$ cat src/rtl/core_ex_bj_resolve.sv
// core_ex_bj_resolve: EX-stage branch/jump resolution, redirect handshake to IF,
// bimodal 2-bit branch history table and saturating mispredict counter.
`default_nettype none

module core_ex_bj_resolve #(
   parameter int XLEN      = 32,
   parameter int PC_WIDTH  = 32,
   parameter int BHT_DEPTH = 64,
   parameter int IDX_LSB   = 2
) (
   input  logic                clk,
   input  logic                rst_n,
   input  logic                ex_valid,
   input  logic [7:0]          bj_op,
   input  logic [PC_WIDTH-1:0] pc,
   input  logic [XLEN-1:0]     imm,
   input  logic [XLEN-1:0]     rs1,
   input  logic [XLEN-1:0]     rs2,
   input  logic                pred_taken,
   input  logic [PC_WIDTH-1:0] pred_pc,
   output logic                ex_stall,
   output logic                redirect_valid,
   output logic [PC_WIDTH-1:0] redirect_pc,
   input  logic                redirect_ready,
   output logic                misalign_err,
   input  logic [PC_WIDTH-1:0] if_pc,
   output logic                if_pred_taken,
   output logic [31:0]         mispredict_cnt
);

   localparam int         IDX_W    = $clog2(BHT_DEPTH);
   localparam logic [1:0] CTR_INIT = 2'b01;
   localparam logic [1:0] CTR_MAX  = 2'b11;
   localparam logic [1:0] CTR_MIN  = 2'b00;

   logic                redirect_valid_q, redirect_valid_d;
   logic [PC_WIDTH-1:0] redirect_pc_q, redirect_pc_d;
   logic                misalign_q, misalign_d;
   logic [31:0]         cnt_q, cnt_d;
   logic [1:0]          bht_q [BHT_DEPTH];

   logic                resolve;
   logic                is_eq, is_lt, is_ltu;
   logic                taken;
   logic [XLEN-1:0]     pc_ext;
   logic [XLEN-1:0]     jalr_sum;
   logic [XLEN-1:0]     target_full;
   logic [PC_WIDTH-1:0] target;
   logic [PC_WIDTH-1:0] seq_pc;
   logic [PC_WIDTH-1:0] next_pc;
   logic                mispredict;
   logic                misalign;
   logic                do_redirect;
   logic                bht_upd;
   logic [IDX_W-1:0]    wr_idx;
   logic [IDX_W-1:0]    rd_idx;
   logic [1:0]          ctr_cur, ctr_d;
   logic                unused_ok;

   assign ex_stall = redirect_valid_q & ~redirect_ready;
   assign resolve  = ex_valid & (|bj_op) & ~ex_stall;

   assign is_eq  = (rs1 == rs2);
   assign is_lt  = ($signed(rs1) < $signed(rs2));
   assign is_ltu = (rs1 < rs2);

   assign taken = bj_op[0] | bj_op[1]
                | (bj_op[2] &  is_eq)  | (bj_op[3] & ~is_eq)
                | (bj_op[4] &  is_lt)  | (bj_op[5] & ~is_lt)
                | (bj_op[6] &  is_ltu) | (bj_op[7] & ~is_ltu);

   // Targets are formed at XLEN and then truncated to the PC width.
   assign pc_ext      = XLEN'(pc);
   assign jalr_sum    = rs1 + imm;
   assign target_full = bj_op[1] ? (jalr_sum & ~XLEN'(1)) : (pc_ext + imm);
   assign target      = target_full[PC_WIDTH-1:0];
   assign seq_pc      = pc + PC_WIDTH'(4);
   assign next_pc     = taken ? target : seq_pc;

   assign mispredict  = (taken != pred_taken) | (taken & (pred_pc != target));
   assign misalign    = taken & target[1];
   assign do_redirect = resolve & ~misalign & mispredict;
   assign bht_upd     = resolve & ~misalign & (|bj_op[7:2]);

   assign wr_idx  = pc[IDX_LSB +: IDX_W];
   assign rd_idx  = if_pc[IDX_LSB +: IDX_W];
   assign ctr_cur = bht_q[wr_idx];

   always_comb begin
      ctr_d = ctr_cur;
      if (taken) begin
         if (ctr_cur != CTR_MAX) ctr_d = ctr_cur + 2'd1;
      end else begin
         if (ctr_cur != CTR_MIN) ctr_d = ctr_cur - 2'd1;
      end
   end

   // A new mispredict can only resolve when the held redirect is being accepted.
   always_comb begin
      redirect_valid_d = redirect_valid_q;
      redirect_pc_d    = redirect_pc_q;
      cnt_d            = cnt_q;
      misalign_d       = resolve & misalign;
      if (do_redirect) begin
         redirect_valid_d = 1'b1;
         redirect_pc_d    = next_pc;
         if (cnt_q != 32'hFFFF_FFFF) cnt_d = cnt_q + 32'd1;
      end else if (redirect_ready) begin
         redirect_valid_d = 1'b0;
      end
   end

   always_ff @(posedge clk or negedge rst_n) begin
      if (!rst_n) begin
         redirect_valid_q <= 1'b0;
         redirect_pc_q    <= '0;
         misalign_q       <= 1'b0;
         cnt_q            <= '0;
      end else begin
         redirect_valid_q <= redirect_valid_d;
         redirect_pc_q    <= redirect_pc_d;
         misalign_q       <= misalign_d;
         cnt_q            <= cnt_d;
      end
   end

   always_ff @(posedge clk or negedge rst_n) begin
      if (!rst_n) begin
         for (int i = 0; i < BHT_DEPTH; i++) bht_q[i] <= CTR_INIT;
      end else if (bht_upd) begin
         bht_q[wr_idx] <= ctr_d;
      end
   end

   // No write bypass: a same-cycle lookup sees the pre-update counter.
   assign if_pred_taken  = bht_q[rd_idx][1];
   assign redirect_valid = redirect_valid_q;
   assign redirect_pc    = redirect_pc_q;
   assign misalign_err   = misalign_q;
   assign mispredict_cnt = cnt_q;

   assign unused_ok = ^{if_pc, target_full};

endmodule

`default_nettype wire

$ cat config.mk
export PLATFORM = sky130hd
export DESIGN_NAME = core_ex_bj_resolve
export DESIGN_NICKNAME = d
export VERILOG_FILES = /design/src/rtl/core_ex_bj_resolve.sv
export SDC_FILE = /design/constraint.sdc
export NUM_CORES = 1
export LEC_CHECK = 0
export CAP_MARGIN = 0
export CORE_AREA = 2 2 184 186
export DETAILED_ROUTE_END_ITERATION = 8
export DIE_AREA = 0 0 186 188
export PLACE_DENSITY = 0.81
export RECOVER_POWER = 25
export SLEW_MARGIN = 20
export SYNTH_ARGS = -nofsm -noshare
export SYNTH_HDL_FRONTEND = slang
export SYNTH_SLANG_ARGS = --single-unit
$ cat constraint.sdc
create_clock -name clk -period 3.75 [get_ports clk]
set_input_delay 0.375 -clock clk [delete_from_list [all_inputs] [get_ports clk]]
set_output_delay 0.375 -clock clk [all_outputs]
set_load 0.005 [all_outputs]
Word-level counts from Yosys, hierarchy flattened
Index checks and enable logic that the tools add are counted.
{"block": "word_totals", "reg_bits": 194, "latchBits": 0, "ramBits": 0, "romBits": 0, "in_bits": 205, "output_inout_bits": 68, "wordCells": 137, "mem_count": 0}
{"block": "op_classes", "add_sub_neg": 6, "mul": 0, "div": 0, "magnitude_cmp": 5, "eq_ne": 5, "shifts": 0, "n_mux": 16, "n_bitwise": 31, "n_reduce_logical": 6}
{"cell": "$bwmux 128", "n": 1}
{"cell": "$add 32x32->32", "n": 2}
{"cell": "$lt 32x32->1", "n": 2}
{"cell": "$mux 32", "n": 2}
{"cell": "$add 32x1->32 const B", "n": 1}
{"cell": "$add 32x3->32 const B", "n": 1}
{"cell": "$eq 32x32->1", "n": 1}
{"cell": "$ne 32x32->1", "n": 1}
{"cell": "$ne 32x32->1 const B", "n": 1}
{"cell": "$bmux 2 s6", "n": 2}
{"cell": "$mux 2", "n": 8}
{"cell": "$and 1x1->1", "n": 15}
{"cell": "$ge 7x7->1 const B", "n": 2}
{"cell": "$not 6->7", "n": 2}
{"cell": "$demux 2 s6", "n": 1}
{"cell": "$or 1x1->1", "n": 8}
{"cell": "$reduce_or 8->1", "n": 1}
{"cell": "$lt 7x1->1 const B", "n": 1}
{"cell": "$not 1->1", "n": 6}
{"cell": "$reduce_or 6->1", "n": 1}
{"cell": "$reduce_bool 2->1", "n": 2}
{"cell": "$add 2x1->2 const B", "n": 1}
{"cell": "$mux 1", "n": 2}
{"cell": "$ne 2x2->1 const B", "n": 1}
{"cell": "4 further kinds", "n": 4}

Logic depth before layout (Yosys ltp)
Gate-level depths: netlist of the first run.
{"block": "depth", "depth_word": 13, "depth_mapped": 15, "mapped_depth_nobuf": 14}

Worst setup path after synthesis of the first run
Ideal clock, no wire load.
{"block": "synth_timing", "path_kind": "input -> register", "start": "input imm[0]", "end": "register redirect_pc_q[0], in the netlist redirect_pc[0]", "setup_ps": 125, "t_arrival_ps": 4151, "t_required_ps": 3625, "slack_ps": -526, "stages": 15, "cell_sequence": "and2_1 -> fa_1 -> a21o_1 -> a221o_1 -> xor2_1 -> mux2i_1 -> xnor2_1 -> or4_1 -> nor4_1 -> nand4_1 -> or4_1 -> nor4_4 -> nor2_2 -> buf_6 -> mux2_4"}
{"block": "synth_between", "elab_chain_len": 6}
{"element": "start, declared", "line": "16", "text": "input logic [XLEN-1:0] imm,"}
{"element": "$add 32x32->32, on equally long branches", "line": "75, 74"}
{"element": "$mux 32 *", "line": "75", "text": "assign target_full = bj_op[1] ? (jalr_sum & ~XLEN'(1)) : (pc_ext + imm);"}
{"element": "$ne 32x32->1 or $and 1x1->1 (tied branches)", "line": "80, 81"}
{"element": "$and 1x1->1 or $not 1->1 (tied branches)", "line": "80, 82"}
{"element": "$or 1x1->1 or $and 1x1->1 (tied branches)", "line": "80, 82"}
{"element": "$and 1x1->1", "line": "82", "text": "assign do_redirect = resolve & ~misalign & mispredict;"}
{"element": "end signal, assigned", "line": "121", "text": "redirect_pc_q <= redirect_pc_d;"}
{"element": "end, declared", "line": "37", "text": "logic [PC_WIDTH-1:0] redirect_pc_q, redirect_pc_d;"}
Mark *: on every way between the ends. The rest lies on a longest branch, timed or not.
A chain may end at the register's enable or synchronous reset.

Worst setup path in the final report of the first run
{"block": "layout_timing", "start": "input imm[0]", "end": "register cnt_q[18], in the netlist mispredict_cnt[18]"}
{"block": "layout_between", "elab_chain_len": 7}
{"element": "$add 32x32->32, on equally long branches", "line": "75, 74"}
{"element": "$mux 32 *", "line": "75"}
{"element": "$ne 32x32->1 or $and 1x1->1 (tied branches)", "line": "80, 81"}
{"element": "$and 1x1->1 or $not 1->1 (tied branches)", "line": "80, 82"}
{"element": "$or 1x1->1 or $and 1x1->1 (tied branches)", "line": "80, 82"}
{"element": "$and 1x1->1 *", "line": "82"}
{"element": "$reduce_and 2->1 (no line) *"}
{"element": "end signal, assigned", "line": "123", "text": "cnt_q <= cnt_d;"}
{"element": "end, declared", "line": "39", "text": "logic [31:0] cnt_q, cnt_d;"}
Marks and branches as above.

==> results of run 1 <==
through the flow:
stage / hold WS [ns] / setup TNS, ns / util / std cells
finish: 0.389 / -30.36 / 0.741 / 2840
global route: 0.386 / -42.88 / 0.741 / 2840
CTS: 0.0199 / -19.52 / 0.717 / 2817
detailed placement: 0.481 / -159.15 / 0.671 / 2760
global placement: 0.481 / -143.50 / 0.671 / 2760
floorplan: 0.0794 / -10.67 / - / 1760
cells by family after synthesis:
| logic type | Yosys count |
|---|---|
| AOI/OAI and AO/OA | 403 |
| xor gates and xnor gates | 149 |
| adders and majority gates | 99 |
| buffers and inverters | 154 |
| DFF | 194 |
| muxes | 205 |
| and+or+nand+nor | 556 |
synth_stat cells (all sizes together) (4+ instances only):
| library cell | instances | area share |
|---|---|---|
| inv | 44 | 0.010 |
| nand2 | 155 | 0.036 |
| a2111oi | 4 | 0.0022 |
| a21boi | 5 | 0.0023 |
| nand3 | 53 | 0.016 |
| nor4 | 17 | 0.0078 |
| dfrtp | 130 | 0.20 |
| or3 | 9 | 0.0035 |
| a21oi | 103 | 0.032 |
| o21a | 12 | 0.0055 |
| a22o | 7 | 0.0038 |
| nor2 | 125 | 0.029 |
| clkbuf | 88 | 0.020 |
| a21o | 24 | 0.011 |
| a211o | 6 | 0.0032 |
| mux2i | 19 | 0.012 |
| o31ai | 4 | 0.0018 |
| nor4b | 4 | 0.0022 |
| mux2 | 164 | 0.12 |
| nand4 | 59 | 0.023 |
| xor2 | 85 | 0.046 |
| buf | 21 | 0.0068 |
| and4 | 11 | 0.0059 |
| o2111ai | 4 | 0.0022 |
| nor3 | 38 | 0.012 |
| xnor2 | 61 | 0.033 |
| o211ai | 19 | 0.0088 |
| nand2b | 7 | 0.0027 |
| o21ai | 70 | 0.022 |
| mux4 | 22 | 0.030 |
| and2 | 13 | 0.0050 |
| a221oi | 12 | 0.0068 |
| ha | 95 | 0.073 |
| a221o | 6 | 0.0037 |
| nor2b | 13 | 0.0050 |
| or4b | 4 | 0.0025 |
| o311ai | 4 | 0.0022 |
| a31oi | 11 | 0.0042 |
| or2 | 7 | 0.0027 |
| dfstp | 64 | 0.10 |
| a211oi | 20 | 0.0092 |
| and3 | 25 | 0.0096 |
| o21bai | 8 | 0.0037 |
| a22oi | 52 | 0.024 |
per-layer routing:
| metal | wire length [um] | share of wire | vias to the layer above | global-route usage |
|---|---|---|---|---|
| li1 | - | - | 7797 | - |
| met2 | 30500 | 0.46 | 1152 | 0.577 |
| met3 | 5940 | 0.090 | 303 | 0.0761 |
| met5 | 0 | 0 | - | 0 |
| met1 | 25400 | 0.39 | 8535 | 0.455 |
| met4 | 4090 | 0.062 | 0 | 0.192 |
registers in the layout, indices dropped and copies added (netlist names):
register / flops
bht_q: 128
mispredict_cnt: 32
redirect_pc: 32
misalign_err: 1
redirect_valid: 1
power by group:
part | internal, mW | leakage, nW | switching (mW)
Sequential | 2.56 | 2.34 | 0.377
Clock | 0.862 | 0.254 | 0.818
Combinational | 2.16 | 8.05 | 1.75
cell usage in the layout (no fill, tap or decap), drive strengths merged, types with 8 or more instances in the layout:
master           n
mux4            22
or3              9
nor2           125
xnor2           61
o21bai           8
a211oi          20
a31oi           11
a21oi          103
o21ai           70
nor3            38
o21a            12
inv             46
a221oi          12
buf            463
o211ai          19
mux2i           19
clkbuf          32
and4            11
a21o            24
a22oi           52
and3            25
xor2            85
dlygate4sd2     45
and2            13
mux2           164
nand2          155
ha              95
dfrtp          130
nand3           53
nor4            17
dfstp           64
nand4           59
clkdlybuf4s50  179
dlymetal6s2s     9
nor2b           13
critical path: stages:
cell,delay [ns]
sky130_fd_sc_hd__buf_6,0.09
sky130_fd_sc_hd__buf_6,0.11
sky130_fd_sc_hd__ha_4,0.15
sky130_fd_sc_hd__fa_2,0.35
sky130_fd_sc_hd__a21o_1,0.20
sky130_fd_sc_hd__buf_6,0.12
sky130_fd_sc_hd__a221oi_4,0.27
sky130_fd_sc_hd__xnor2_1,0.12
sky130_fd_sc_hd__mux2i_2,0.25
sky130_fd_sc_hd__xnor2_1,0.11
sky130_fd_sc_hd__or4_4,0.55
sky130_fd_sc_hd__nor4_4,0.15
sky130_fd_sc_hd__buf_4,0.15
sky130_fd_sc_hd__nand4_1,0.12
sky130_fd_sc_hd__or4_4,0.47
sky130_fd_sc_hd__nor4_4,0.16
sky130_fd_sc_hd__buf_4,0.18
sky130_fd_sc_hd__buf_6,0.11
sky130_fd_sc_hd__buf_12,0.14
sky130_fd_sc_hd__buf_12,0.13
sky130_fd_sc_hd__nor3_1,0.06
sky130_fd_sc_hd__xor2_1,0.22
timing repair:
action                     in CTS  in global routing
resized for setup             212                129
gates cloned                    3                  2
hold buffers                    0                  0
setup buffers                  23                 23
pin swaps                      44                 63
setup endpoints to repair     191                193
worst paths after layout:
kind                                    startpoint            endpoint
min in group asynchronous                    rst_n      redirect_pc[4]
max in group asynchronous                    rst_n  mispredict_cnt[11]
worst max-delay path                        imm[0]  mispredict_cnt[18]
worst min register to register   mispredict_cnt[4]   mispredict_cnt[4]
worst min-delay path                         pc[0]      redirect_pc[0]
worst max register to register  mispredict_cnt[14]   mispredict_cnt[8]
layout make-up:
class,instances,area (um^2),share of cell area
inverter,45,169,0.00689
clock buffer,22,454,0.0185
tap,448,561,0.0229
timing repair buffer,709,6230,0.254
sequential,194,4930,0.201
clock inverter,10,62.6,0.00255
multi-input combinational,1412,12100,0.494
==> flow_summary.html, run 1 <==
<table>
<tr><th>Metric</th><th>Value</th></tr>
<tr><th colspan="2">STA</th></tr>
<tr><td>Measured slew at the worst slew-check pin</td><td>2.18 ns</td></tr>
<tr><td>Period utilization</td><td>1.14</td></tr>
<tr><td>Maximum clock frequency</td><td>0.235 GHz</td></tr>
<tr><td>Worst slew slack as a fraction of its limit</td><td>-0.452</td></tr>
<tr><td>Tmin final</td><td>4.26 ns</td></tr>
<tr><td>Number of failing hold endpoints at the final stage</td><td>0</td></tr>
<tr><td>Min setup slack post-route</td><td>-0.509 ns</td></tr>
<tr><td>Final setup violation count</td><td>77</td></tr>
<tr><td>Final count of pins violating max slew</td><td>88</td></tr>
<tr><td>Unrepaired setup endpoints after global routing</td><td>yes</td></tr>
<tr><td>Skew final</td><td>0.0143 ns</td></tr>
<tr><th colspan="2">Synth</th></tr>
<tr><td>Post-synth ARST share</td><td>1.00</td></tr>
<tr><td>Synth warnings</td><td>0</td></tr>
<tr><td>Synth Instances</td><td>1760</td></tr>
<tr><td>Count of flip-flops with a built-in enable after synthesis</td><td>0</td></tr>
<tr><td>Post-Synth Adder-Cell Area</td><td>0.0768</td></tr>
<tr><td>Average cell area after synthesis</td><td>9.24 um^2</td></tr>
<tr><td>Synthesized Nets</td><td>2062</td></tr>
<tr><td>Flip-flop and latch count after synthesis</td><td>194</td></tr>
<tr><td>Main combinational cell family by area after synthesis</td><td>simple AND/OR/NAND/NOR gates</td></tr>
<tr><td>Simple-gate area share of the yosys netlist</td><td>0.170</td></tr>
<tr><td>Leading register cell type out of synthesis</td><td>sky130_fd_sc_hd__dfrtp_1</td></tr>
<tr><td>Synth cell types</td><td>83</td></tr>
<tr><td>Area share of xor/xnor cells in the synthesized design</td><td>0.0829</td></tr>
<tr><td>Multiplexer share of the synthesized area</td><td>0.163</td></tr>
<tr><td>Sequential area share after synthesis</td><td>0.303</td></tr>
<tr><td>Post-synthesis compound-gate area fraction</td><td>0.166</td></tr>
<tr><td>Summed instance area of the synthesized netlist</td><td>16300 um^2</td></tr>
<tr><th colspan="2">CTS</th></tr>
<tr><td>Root Buffer Master</td><td>sky130_fd_sc_hd__clkbuf_16</td></tr>
<tr><td>Clock sink total</td><td>194</td></tr>
<tr><td>Maximum level of the CTS H-tree</td><td>4</td></tr>
<tr><td>Maximum buffer depth of the clock tree</td><td>2</td></tr>
<tr><td>Later-pin clock latency in the skew report</td><td>0.46 ns</td></tr>
<tr><td>Number of buffers inserted during clock tree synthesis</td><td>17</td></tr>
<tr><td>Clock tree from TritonCTS</td><td>built</td></tr>
<tr><td>Clock-pin slew on the worst setup and hold paths</td><td>0.07 ns</td></tr>
<tr><th colspan="2">GRT</th></tr>
<tr><td>Initial antenna violation count</td><td>0</td></tr>
<tr><td>First-pass GRT wire length</td><td>98000 um</td></tr>
<tr><td>Via count of the first global-routing pass</td><td>17800</td></tr>
<tr><td>Pin count of the biggest net entering global routing</td><td>88</td></tr>
<tr><td>Tot GR Track Use</td><td>0.361</td></tr>
<tr><td>Residual overflow from global routing</td><td>0</td></tr>
<tr><th colspan="2">Drt</th></tr>
<tr><td>Total wire length</td><td>66000 um</td></tr>
<tr><td>Vias after detailed routing</td><td>17800</td></tr>
<tr><td>Number of remaining DRC errors</td><td>0</td></tr>
<tr><td>Average wire per cell in the routed design</td><td>23.2 um</td></tr>
<tr><td>Pre-antenna DRT Iters</td><td>6</td></tr>
<tr><td>Count of antenna-violating nets left after detailed routing</td><td>0</td></tr>
<tr><td>Vias per Instance</td><td>6.26</td></tr>
<tr><td>Initial DRC count</td><td>1919</td></tr>
<tr><th colspan="2">Critical path</th></tr>
<tr><td>Data arrival time of the worst path</td><td>4.61 ns</td></tr>
<tr><td>Worst setup path class</td><td>input port to flip-flop</td></tr>
<tr><td>Cell count of the worst reg-to-reg path</td><td>11</td></tr>
<tr><td>Data required time of the worst path</td><td>4.10 ns</td></tr>
<tr><td>CP Max Fanout</td><td>8</td></tr>
<tr><td>Nature of the critical path startpoint</td><td>input port</td></tr>
<tr><td>Reg2reg setup slack</td><td>0.61 ns</td></tr>
<tr><td>Kind of end point of the critical path</td><td>flip-flop</td></tr>
<tr><th colspan="2">Floorplan</th></tr>
<tr><td>Total Die Area</td><td>35000 um^2</td></tr>
<tr><td>Total core area</td><td>33100 um^2</td></tr>
<tr><td>Row count</td><td>67</td></tr>
<tr><td>Height of the die</td><td>188 um</td></tr>
<tr><td>Die span in x</td><td>186 um</td></tr>
<tr><td>Starting utilization of the core area</td><td>0.491</td></tr>
<tr><td>Number of ports placed on the die boundary</td><td>273</td></tr>
<tr><th colspan="2">Final layout</th></tr>
<tr><td>P&amp;R area growth vs syn</td><td>50.8%</td></tr>
<tr><td>Number of diodes</td><td>0</td></tr>
<tr><td>Net count, final</td><td>2681</td></tr>
<tr><td>Area of all placed cells without fillers</td><td>24500 um^2</td></tr>
<tr><td>Ratio of cells with drive above 1 in the final layout</td><td>0.397</td></tr>
<tr><td>Fill cells</td><td>2184</td></tr>
<tr><th colspan="2">Placement</th></tr>
<tr><td>Area of placed instances</td><td>22200 um^2</td></tr>
<tr><td>Half-perimeter wire length after detailed placement</td><td>48100 um</td></tr>
<tr><td>Post-place setup slack</td><td>-1.19 ns</td></tr>
<tr><td>Final estimated routing congestion in global placement</td><td>1.00</td></tr>
<tr><td>Port Buffer Count</td><td>246</td></tr>
<tr><th colspan="2">Min path</th></tr>
<tr><td>HP Class</td><td>input port to flip-flop</td></tr>
<tr><td>Hold depth</td><td>3</td></tr>
<tr><th colspan="2">Outcome</th></tr>
<tr><td>Violations in the final reports</td><td>max-capacitance violations, max-slew violations, negative setup slack</td></tr>
<tr><td>Result of the run</td><td>complete, but fails checks</td></tr>
<tr><th colspan="2">Pwr</th></tr>
<tr><td>Leak pwr</td><td>10.6 nW</td></tr>
<tr><td>Power per unit of standard cell area</td><td>348 nW/um^2</td></tr>
<tr><td>Overall power</td><td>8.54 mW</td></tr>
<tr><td>Worst vdd rail ir drop</td><td>0.319 mV</td></tr>
<tr><th colspan="2">Job</th></tr>
<tr><td>Max-capacitance violation count</td><td>1</td></tr>
</table>
No activity file was read; power rests on OpenSTA's default activity.
==> run 2, diff against run 1 <==
--- a/config.mk
+++ b/config.mk
@@ -5,11 +5,12 @@
 export SDC_FILE = /design/constraint.sdc
 export NUM_CORES = 1
 export LEC_CHECK = 0
+export ABC_AREA = 1
 export CAP_MARGIN = 0
-export CORE_AREA = 2 2 184 186
+export CORE_AREA = 2 2 191 193
 export DETAILED_ROUTE_END_ITERATION = 8
-export DIE_AREA = 0 0 186 188
-export PLACE_DENSITY = 0.81
+export DIE_AREA = 0 0 193 195
+export PLACE_DENSITY = 0.8
 export RECOVER_POWER = 25
 export SLEW_MARGIN = 20
 export SYNTH_ARGS = -nofsm -noshare
==> run 2 against run 1 <==
  * The flow finishes with violations (max-capacitance violations, max-slew violations)
  * Register-to-register slack better by 0.09 ns
  * Global-route usage fell by 2.9 points
  * Worst setup slack better by 0.67 ns
==> flow_summary.html, run 2 <==
<table>
<tr><th>Metric</th><th>Value</th></tr>
<tr><th colspan="2">Synth</th></tr>
<tr><td>Most numerous cell types in the synthesized netlist</td><td>sky130_fd_sc_hd__nand2_1 (1071), sky130_fd_sc_hd__inv_1 (389), sky130_fd_sc_hd__nand3_1 (203), sky130_fd_sc_hd__nor2_1 (182), sky130_fd_sc_hd__o21ai_0 (143)</td></tr>
<tr><td>Synth Instances</td><td>2837</td></tr>
<tr><td>Synth warnings</td><td>0</td></tr>
<tr><td>Count of flip-flops with a built-in enable after synthesis</td><td>0</td></tr>
<tr><td>Flip-flop and latch count after synthesis</td><td>194</td></tr>
<tr><td>Synthesized Nets</td><td>3139</td></tr>
<tr><td>Summed instance area of the synthesized netlist</td><td>17500 um^2</td></tr>
<tr><td>Cells taking the most area after synthesis</td><td>sky130_fd_sc_hd__nand2_1 (23%), sky130_fd_sc_hd__dfrtp_1 (19%), sky130_fd_sc_hd__dfstp_2 (9.6%)</td></tr>
<tr><td>Synth cell types</td><td>56</td></tr>
<tr><td>Post-synth ARST share</td><td>1.00</td></tr>
<tr><td>Top cell type's share of synthesized area</td><td>0.230</td></tr>
<tr><td>Average cell area after synthesis</td><td>6.17 um^2</td></tr>
<tr><td>Cell type contributing the most total cell area after synthesis</td><td>sky130_fd_sc_hd__nand2_1</td></tr>
<tr><td>Most common cell in the synthesized netlist</td><td>sky130_fd_sc_hd__nand2_1</td></tr>
<tr><td>Sequential area share after synthesis</td><td>0.282</td></tr>
<tr><td>Leading register cell type out of synthesis</td><td>sky130_fd_sc_hd__dfrtp_1</td></tr>
<tr><th colspan="2">CTS</th></tr>
<tr><td>Clock tree from TritonCTS</td><td>built</td></tr>
<tr><td>Root Buffer Master</td><td>sky130_fd_sc_hd__clkbuf_16</td></tr>
<tr><td>Post-CTS Setup Repair Bufs</td><td>0</td></tr>
<tr><td>Maximum buffer depth of the clock tree</td><td>2</td></tr>
<tr><td>Clock-pin slew on the worst setup and hold paths</td><td>0.08 ns</td></tr>
<tr><td>Number of buffers inserted during clock tree synthesis</td><td>17</td></tr>
<tr><td>Later-pin clock latency in the skew report</td><td>0.45 ns</td></tr>
<tr><td>Clock sink total</td><td>194</td></tr>
<tr><td>CTS resizes</td><td>0</td></tr>
<tr><td>Maximum level of the CTS H-tree</td><td>4</td></tr>
<tr><th colspan="2">Drt</th></tr>
<tr><td>Average wire per cell in the routed design</td><td>16.9 um</td></tr>
<tr><td>Total wire length</td><td>62400 um</td></tr>
<tr><td>Vias per Instance</td><td>5.48</td></tr>
<tr><td>Number of remaining DRC errors</td><td>0</td></tr>
<tr><td>Count of antenna-violating nets left after detailed routing</td><td>0</td></tr>
<tr><td>Pre-antenna DRT Iters</td><td>5</td></tr>
<tr><td>Initial DRC count</td><td>1661</td></tr>
<tr><td>Vias after detailed routing</td><td>20200</td></tr>
<tr><th colspan="2">Placement</th></tr>
<tr><td>Port Buffer Count</td><td>246</td></tr>
<tr><td>Half-perimeter wire length after detailed placement</td><td>50000 um</td></tr>
<tr><td>Final estimated routing congestion in global placement</td><td>0.993</td></tr>
<tr><td># placed instances</td><td>3647</td></tr>
<tr><td>Area of placed instances</td><td>21600 um^2</td></tr>
<tr><th colspan="2">STA</th></tr>
<tr><td>Tmin final</td><td>3.59 ns</td></tr>
<tr><td>Worst slew slack as a fraction of its limit</td><td>-0.579</td></tr>
<tr><td>Maximum clock frequency</td><td>0.279 GHz</td></tr>
<tr><td>Final setup violation count</td><td>0</td></tr>
<tr><td>Skew final</td><td>0.0131 ns</td></tr>
<tr><td>Period utilization</td><td>0.957</td></tr>
<tr><td>Number of failing hold endpoints at the final stage</td><td>0</td></tr>
<tr><td>Final count of pins violating max slew</td><td>44</td></tr>
<tr><td>Measured slew at the worst slew-check pin</td><td>2.37 ns</td></tr>
<tr><td>Unrepaired setup endpoints after global routing</td><td>no</td></tr>
<tr><th colspan="2">Final layout</th></tr>
<tr><td>Net count, final</td><td>3509</td></tr>
<tr><td>Area of all placed cells without fillers</td><td>22300 um^2</td></tr>
<tr><td>P&amp;R area growth vs syn</td><td>27.2%</td></tr>
<tr><td>Most common cell after layout, fill and taps aside</td><td>sky130_fd_sc_hd__nand2_1</td></tr>
<tr><td>Fill cells</td><td>3338</td></tr>
<tr><td>Top library cells by usage in the layout, fill and taps aside</td><td>sky130_fd_sc_hd__nand2_1 (1071), sky130_fd_sc_hd__inv_1 (389), sky130_fd_sc_hd__clkdlybuf4s50_1 (245)</td></tr>
<tr><td>Non-filler instance count after layout</td><td>3682</td></tr>
<tr><td>Number of flip-flops under the largest register name</td><td>128</td></tr>
<tr><td>Final Core Density</td><td>0.629</td></tr>
<tr><td>Ratio of cells with drive above 1 in the final layout</td><td>0.0950</td></tr>
<tr><td>Top reg by flops</td><td>bht_q</td></tr>
<tr><th colspan="2">Floorplan</th></tr>
<tr><td>Starting utilization of the core area</td><td>0.494</td></tr>
<tr><td>Total Die Area</td><td>37600 um^2</td></tr>
<tr><td>Total core area</td><td>35400 um^2</td></tr>
<tr><td>Die span in x</td><td>193 um</td></tr>
<tr><td>Height of the die</td><td>195 um</td></tr>
<tr><td>Number of ports placed on the die boundary</td><td>273</td></tr>
<tr><td>Row count</td><td>69</td></tr>
<tr><th colspan="2">GRT</th></tr>
<tr><td>Via count of the first global-routing pass</td><td>19600</td></tr>
<tr><td>Pin count of the biggest net entering global routing</td><td>143</td></tr>
<tr><td>Initial antenna violation count</td><td>1</td></tr>
<tr><td>First-pass GRT wire length</td><td>98700 um</td></tr>
<tr><td>Residual overflow from global routing</td><td>0</td></tr>
<tr><td>Tot GR Track Use</td><td>0.331</td></tr>
<tr><th colspan="2">Critical path</th></tr>
<tr><td>Worst setup path class</td><td>input port to flip-flop</td></tr>
<tr><td>Nature of the critical path startpoint</td><td>input port</td></tr>
<tr><td>Largest stage delay on the critical path</td><td>0.46 ns</td></tr>
<tr><td>CP Max Fanout</td><td>8</td></tr>
<tr><td>Kind of end point of the critical path</td><td>flip-flop</td></tr>
<tr><td>Critical path, cell by cell</td><td>clkdlybuf4s50_1 -&gt; inv_1 -&gt; ha_1 -&gt; nand2_1 -&gt; nor2_1 -&gt; nand2_1 -&gt; nor2_1 -&gt; buf_4 -&gt; nand2_1 -&gt; a21oi_1 -&gt; nand2_1 -&gt; nor2_2 -&gt; nand3_2 -&gt; a21boi_2 -&gt; nand2_4 -&gt; nor2_4 -&gt; nand2_1 -&gt; o21ai_0</td></tr>
<tr><td>Data arrival time of the worst path</td><td>3.94 ns</td></tr>
<tr><td>Cell seen most often among critical-path stages</td><td>sky130_fd_sc_hd__nand2_1</td></tr>
<tr><td>Highest-delay cell along the critical path</td><td>sky130_fd_sc_hd__clkdlybuf4s50_1</td></tr>
<tr><td>Data required time of the worst path</td><td>4.10 ns</td></tr>
<tr><th colspan="2">Pwr</th></tr>
<tr><td>Worst vdd rail ir drop</td><td>0.309 mV</td></tr>
<tr><td>Overall power</td><td>7.39 mW</td></tr>
<tr><td>Power per unit of standard cell area</td><td>332 nW/um^2</td></tr>
<tr><td>Leak pwr</td><td>11.3 nW</td></tr>
<tr><th colspan="2">Min path</th></tr>
<tr><td>HP Class</td><td>flip-flop to flip-flop</td></tr>
<tr><th colspan="2">Outcome</th></tr>
<tr><td>Result of the run</td><td>complete, but fails checks</td></tr>
<tr><td>Violations in the final reports</td><td>max-capacitance violations, max-slew violations</td></tr>
<tr><th colspan="2">Job</th></tr>
<tr><td>Max-capacitance violation count</td><td>1</td></tr>
</table>
run 2: changes by cell type in the layout (fill, tap and decap cells not counted), moves of 86 or more:
| cell | previous run | this run |
|---|---|---|
| sky130_fd_sc_hd__nand3_1 | 48 | 203 |
| sky130_fd_sc_hd__inv_1 | 42 | 389 |
| sky130_fd_sc_hd__buf_4 | 421 | 171 |
| sky130_fd_sc_hd__mux2_2 | 128 | 0 |
| sky130_fd_sc_hd__nand2_1 | 150 | 1071 |
| sky130_fd_sc_hd__o21ai_1 | 8 | 94 |
run 2: final timing paths:
| kind | startpoint | endpoint | slack [ns] | cells after the start |
|---|---|---|---|---|
| max in group asynchronous | rst_n | redirect_pc[28] | 0.82 | 4 |
| hold / removal | bht_q[76] | bht_q[76] | 0.48 | 2 |
| setup / recovery | rs2[31] | bht_q[113] | 0.16 | 18 |
| setup reg to reg | mispredict_cnt[1] | mispredict_cnt[28] | 0.70 | 13 |
| hold reg to reg | bht_q[76] | bht_q[76] | 0.48 | 2 |
| min in group asynchronous | rst_n | bht_q[31] | 1.18 | 2 |
run 2: metal layers:
metal / wire [um] / vias up / track usage
li1: - / 9885 / -
met1: 25500 / 9355 / 0.414
met2: 30900 / 792 / 0.588
met3: 4030 / 128 / 0.0365
met4: 1960 / 0 / 0.114
met5: 0 / - / 0
run 2: kinds of logic after synthesis:
| group | count (synthesis) | share of synthesized area |
|---|---|---|
| adders and majority gates | 98 | 0.0709 |
| buffers and inverters | 472 | 0.106 |
| AOI/OAI and AO/OA | 393 | 0.124 |
| xor gates and xnor gates | 54 | 0.0270 |
| and+or+nand+nor | 1626 | 0.390 |
| DFF | 194 | 0.282 |
run 2: where the power goes:
group / internal, mW / switching (mW) / leakage [nW]
Combinational: 1.21 / 1.54 / 8.59
Sequential: 2.47 / 0.239 / 2.42
Clock: 1.05 / 0.884 / 0.300
Total: 4.73 / 2.66 / 11.3
run 2: cell type report:
class / instances / area [um^2] / share of cell area
antenna: 1 / 2.50 / 0.000112
clock inverter: 12 / 170 / 0.00765
sequential: 194 / 4930 / 0.222
multi-input combinational: 2171 / 10700 / 0.482
timing repair buffer: 425 / 3900 / 0.175
inverter: 398 / 1490 / 0.0671
clock buffer: 20 / 457 / 0.0205
tap: 461 / 577 / 0.0259
run 2: worst max-delay path, delay by kind of cell:
family,cells,cell delay [ns]
AOI/OAI and AO/OA,3,0.76
adders and majority gates,1,0.29
buffers and inverters,3,0.67
and+or+nand+nor,11,1.84
run 2: timing repair:
item	in CTS	in global routing
endpoints found under the hold margin	0	25
hold buffers	0	1
endpoints found under the setup margin	0	0
run 2: per-stage QoR:
| step | setup TNS [ns] | setup WS, ns | hold slack [ns] |
|---|---|---|---|
| after global placement | -3.79 | -0.0916 | 0.460 |
| after floorplan | 0 | 1.01 | 0.0794 |
| after CTS | 0 | 0.260 | 0.176 |
| after global routing | 0 | 0.00530 | 0.490 |
| final | 0 | 0.161 | 0.476 |
| after detailed placement | -18.89 | -0.199 | 0.464 |
==> run 3, diff against run 2 <==
--- a/config.mk
+++ b/config.mk
@@ -7,10 +7,10 @@
 export LEC_CHECK = 0
 export ABC_AREA = 1
 export CAP_MARGIN = 0
-export CORE_AREA = 2 2 191 193
+export CORE_AREA = 2 2 218 220
 export DETAILED_ROUTE_END_ITERATION = 8
-export DIE_AREA = 0 0 193 195
-export PLACE_DENSITY = 0.8
+export DIE_AREA = 0 0 220 222
+export PLACE_DENSITY = 0.65
 export RECOVER_POWER = 25
 export SLEW_MARGIN = 20
 export SYNTH_ARGS = -nofsm -noshare
==> run 3 against run 2 <==
  * The flow still finishes with violations (max-capacitance violations, max-slew violations)
  * Cell area rose by 1.0%
  * Clock skew increased by 0.00077 ns
  * Sequential share of layout area fell by 0.22 points
  * Register-to-register slack better by 0.21 ns
  * Non-clock buffer count rose by 8
  * Worst hold slack worse by 0.0033 ns
  * Global-route usage fell by 6.7 points
  * Critical endpoint is now redirect_pc[10]
  * Largest cell class unchanged
  * Largest power group unchanged
==> flow_summary.html, run 3 (synthesis gave the netlist of run 2 again) <==
<table>
<tr><th>Metric</th><th>Value</th></tr>
<tr><th colspan="2">Outcome</th></tr>
<tr><td>Result of the run</td><td>complete, but fails checks</td></tr>
<tr><td>Violations in the final reports</td><td>max-capacitance violations, max-slew violations</td></tr>
<tr><th colspan="2">GRT</th></tr>
<tr><td>Pin count of the biggest net entering global routing</td><td>83</td></tr>
<tr><td>Residual overflow from global routing</td><td>0</td></tr>
<tr><td>Initial antenna violation count</td><td>0</td></tr>
<tr><td>Via count of the first global-routing pass</td><td>19000</td></tr>
<tr><td>Tot GR Track Use</td><td>0.264</td></tr>
<tr><td>First-pass GRT wire length</td><td>101000 um</td></tr>
<tr><th colspan="2">CTS</th></tr>
<tr><td>CTS resizes</td><td>0</td></tr>
<tr><td>Root Buffer Master</td><td>sky130_fd_sc_hd__clkbuf_16</td></tr>
<tr><td>Clock tree from TritonCTS</td><td>built</td></tr>
<tr><td>Clock sink total</td><td>194</td></tr>
<tr><td>Clock-pin slew on the worst setup and hold paths</td><td>0.07 ns</td></tr>
<tr><td>Later-pin clock latency in the skew report</td><td>0.45 ns</td></tr>
<tr><td>Maximum level of the CTS H-tree</td><td>4</td></tr>
<tr><td>Maximum buffer depth of the clock tree</td><td>2</td></tr>
<tr><td>Number of buffers inserted during clock tree synthesis</td><td>17</td></tr>
<tr><th colspan="2">STA</th></tr>
<tr><td>Skew final</td><td>0.0138 ns</td></tr>
<tr><td>Final count of pins violating max slew</td><td>75</td></tr>
<tr><td>Worst slew slack as a fraction of its limit</td><td>-0.245</td></tr>
<tr><td>Number of failing hold endpoints at the final stage</td><td>0</td></tr>
<tr><td>Final setup violation count</td><td>0</td></tr>
<tr><td>Period utilization</td><td>0.933</td></tr>
<tr><td>Maximum clock frequency</td><td>0.286 GHz</td></tr>
<tr><td>Hold Worst Slack</td><td>0.473 ns</td></tr>
<tr><td>Measured slew at the worst slew-check pin</td><td>1.87 ns</td></tr>
<tr><td>Unrepaired setup endpoints after global routing</td><td>no</td></tr>
<tr><td>Tmin final</td><td>3.50 ns</td></tr>
<tr><th colspan="2">Critical path</th></tr>
<tr><td>Data arrival time of the worst path</td><td>3.88 ns</td></tr>
<tr><td>Nature of the critical path startpoint</td><td>input port</td></tr>
<tr><td>Buf/Inv on CP</td><td>8</td></tr>
<tr><td>Highest-delay cell along the critical path</td><td>sky130_fd_sc_hd__clkdlybuf4s50_1</td></tr>
<tr><td>Worst setup path class</td><td>input port to flip-flop</td></tr>
<tr><td>Largest stage delay on the critical path</td><td>0.46 ns</td></tr>
<tr><td>Kind of end point of the critical path</td><td>flip-flop</td></tr>
<tr><td>Data required time of the worst path</td><td>4.14 ns</td></tr>
<tr><td>Critical path, cell by cell</td><td>clkdlybuf4s50_1 -&gt; inv_1 -&gt; ha_1 -&gt; buf_4 -&gt; a21oi_1 -&gt; o21a_1 -&gt; nand2_1 -&gt; a21oi_1 -&gt; buf_4 -&gt; nand2_1 -&gt; nand2_1 -&gt; nand3_1 -&gt; nand3_2 -&gt; buf_4 -&gt; clkinv_1 -&gt; buf_12 -&gt; o21ai_0 -&gt; buf_4 -&gt; nand3_1 -&gt; nand2_1</td></tr>
<tr><td>Dominant delay contributor by cell family on the critical path</td><td>buffers and inverters</td></tr>
<tr><td>CP Max Fanout</td><td>25</td></tr>
<tr><th colspan="2">Min path</th></tr>
<tr><td>HP Class</td><td>flip-flop to flip-flop</td></tr>
<tr><th colspan="2">Final layout</th></tr>
<tr><td>Most common cell after layout, fill and taps aside</td><td>sky130_fd_sc_hd__nand2_1</td></tr>
<tr><td>Combined area of the multi-input logic cells</td><td>10700 um^2</td></tr>
<tr><td>Top library cells by usage in the layout, fill and taps aside</td><td>sky130_fd_sc_hd__nand2_1 (1071), sky130_fd_sc_hd__inv_1 (389), sky130_fd_sc_hd__clkdlybuf4s50_1 (245)</td></tr>
<tr><td>Ratio of cells with drive above 1 in the final layout</td><td>0.0973</td></tr>
<tr><td>Area taken by flip-flops and latches</td><td>4930 um^2</td></tr>
<tr><td>Number of diodes</td><td>0</td></tr>
<tr><td>Number of flip-flops under the largest register name</td><td>128</td></tr>
<tr><td>Net count, final</td><td>3517</td></tr>
<tr><td>P&amp;R area growth vs syn</td><td>28.5%</td></tr>
<tr><td>Top reg by flops</td><td>bht_q</td></tr>
<tr><td>Fill cells</td><td>4787</td></tr>
<tr><th colspan="2">Floorplan</th></tr>
<tr><td>Height of the die</td><td>222 um</td></tr>
<tr><td>Die span in x</td><td>220 um</td></tr>
<tr><td>Row count</td><td>79</td></tr>
<tr><td>Number of ports placed on the die boundary</td><td>273</td></tr>
<tr><td>Starting utilization of the core area</td><td>0.378</td></tr>
<tr><td>Total core area</td><td>46300 um^2</td></tr>
<tr><td>Total Die Area</td><td>48800 um^2</td></tr>
<tr><th colspan="2">Pwr</th></tr>
<tr><td>Switch share</td><td>0.361</td></tr>
<tr><td>Internal power contribution</td><td>4.65 mW</td></tr>
<tr><td>Sw power</td><td>2.63 mW</td></tr>
<tr><td>Worst vdd rail ir drop</td><td>0.396 mV</td></tr>
<tr><td>Overall power</td><td>7.28 mW</td></tr>
<tr><td>Clock share of power</td><td>0.248</td></tr>
<tr><td>Power per unit of standard cell area</td><td>324 nW/um^2</td></tr>
<tr><td>Leak pwr</td><td>11.3 nW</td></tr>
<tr><td>Power share of the sequential group</td><td>0.370</td></tr>
<tr><td>Combinational Power Share</td><td>0.382</td></tr>
<tr><th colspan="2">Drt</th></tr>
<tr><td>Total wire length</td><td>64400 um</td></tr>
<tr><td>Vias after detailed routing</td><td>19600</td></tr>
<tr><td>Initial DRC count</td><td>1422</td></tr>
<tr><td>Average wire per cell in the routed design</td><td>16.8 um</td></tr>
<tr><td>Vias per Instance</td><td>5.10</td></tr>
<tr><td>Pre-antenna DRT Iters</td><td>5</td></tr>
<tr><td>Number of remaining DRC errors</td><td>0</td></tr>
<tr><td>Count of antenna-violating nets left after detailed routing</td><td>0</td></tr>
<tr><th colspan="2">Placement</th></tr>
<tr><td>Half-perimeter wire length after detailed placement</td><td>52800 um</td></tr>
<tr><td>Port Buffer Count</td><td>246</td></tr>
<tr><td>Final estimated routing congestion in global placement</td><td>0.984</td></tr>
<tr><th colspan="2">Job</th></tr>
<tr><td>Max-capacitance violation count</td><td>1</td></tr>
</table>
==> run 3: worst paths after layout <==
check,startpoint,endpoint,slack [ns],cells past startpoint
setup / recovery,rs2[31],redirect_pc[10],0.25,20
hold / removal,bht_q[76],bht_q[76],0.47,2
setup reg to reg,mispredict_cnt[1],mispredict_cnt[31],0.91,13
hold reg to reg,bht_q[76],bht_q[76],0.47,2
max in group asynchronous,rst_n,mispredict_cnt[18],0.70,3
min in group asynchronous,rst_n,bht_q[63],0.98,2
==> run 3: worst min-delay path, cell delays in order, from the launching register on <==
cell and delay, ns:
sky130_fd_sc_hd__dfstp_2 0.37, sky130_fd_sc_hd__nand2_1 0.05, sky130_fd_sc_hd__o21ai_1 0.05
==> run 3: metrics by stage <==
step | TNS, ns | util | cells | area, um^2 | setup slack [ns]
6_report | 0 | 0.486 | 3835 | 22500 | 0.253
5_1_grt | 0 | 0.486 | 3835 | 22500 | 0.0163
4_1_cts | 0 | 0.486 | 3835 | 22500 | 0.242
3_5_place_dp | -12.31 | 0.474 | 3802 | 21900 | -0.228
3_3_place_gp | -3.06 | 0.474 | 3802 | 21900 | -0.147
2_1_floorplan | 0 | - | 2837 | 17500 | 1.01
==> run 3: final cells by class <==
| cell class | instances | area share |
|---|---|---|
| flip-flops and latches | 194 | 0.220 |
| clock inverters | 12 | 0.00540 |
| inverters | 398 | 0.0665 |
| multi-input cells | 2171 | 0.477 |
| clock buffers | 20 | 0.0199 |
| repair buffers | 433 | 0.178 |
| well taps | 607 | 0.0338 |
==> run 3: layer usage <==
layer,track usage,vias to the layer above,part of all wire
met5,0,-,0
met4,0.0753,0,0.024
met3,0.0213,82,0.047
met2,0.467,583,0.49
met1,0.341,9000,0.44
li1,-,9894,-
==> run 3: what timing repair did <==
item / CTS / global route
setup buffers: 0 / 0
hold buffers: 1 / 0
endpoints found under the hold margin: 42 / 0
setup endpoints to repair: 0 / 0
==> run 3: power groups by stage <==
stage / combinational [mW] / clock (mW) / sequential (mW)
floorplan: 1.42 / 0 / 2.66
global placement: 2.73 / 0 / 2.72
detailed placement: 2.78 / 0 / 2.72
CTS: 2.79 / 1.84 / 2.69
global route: 3.09 / 1.93 / 2.73
finish: 2.78 / 1.80 / 2.69
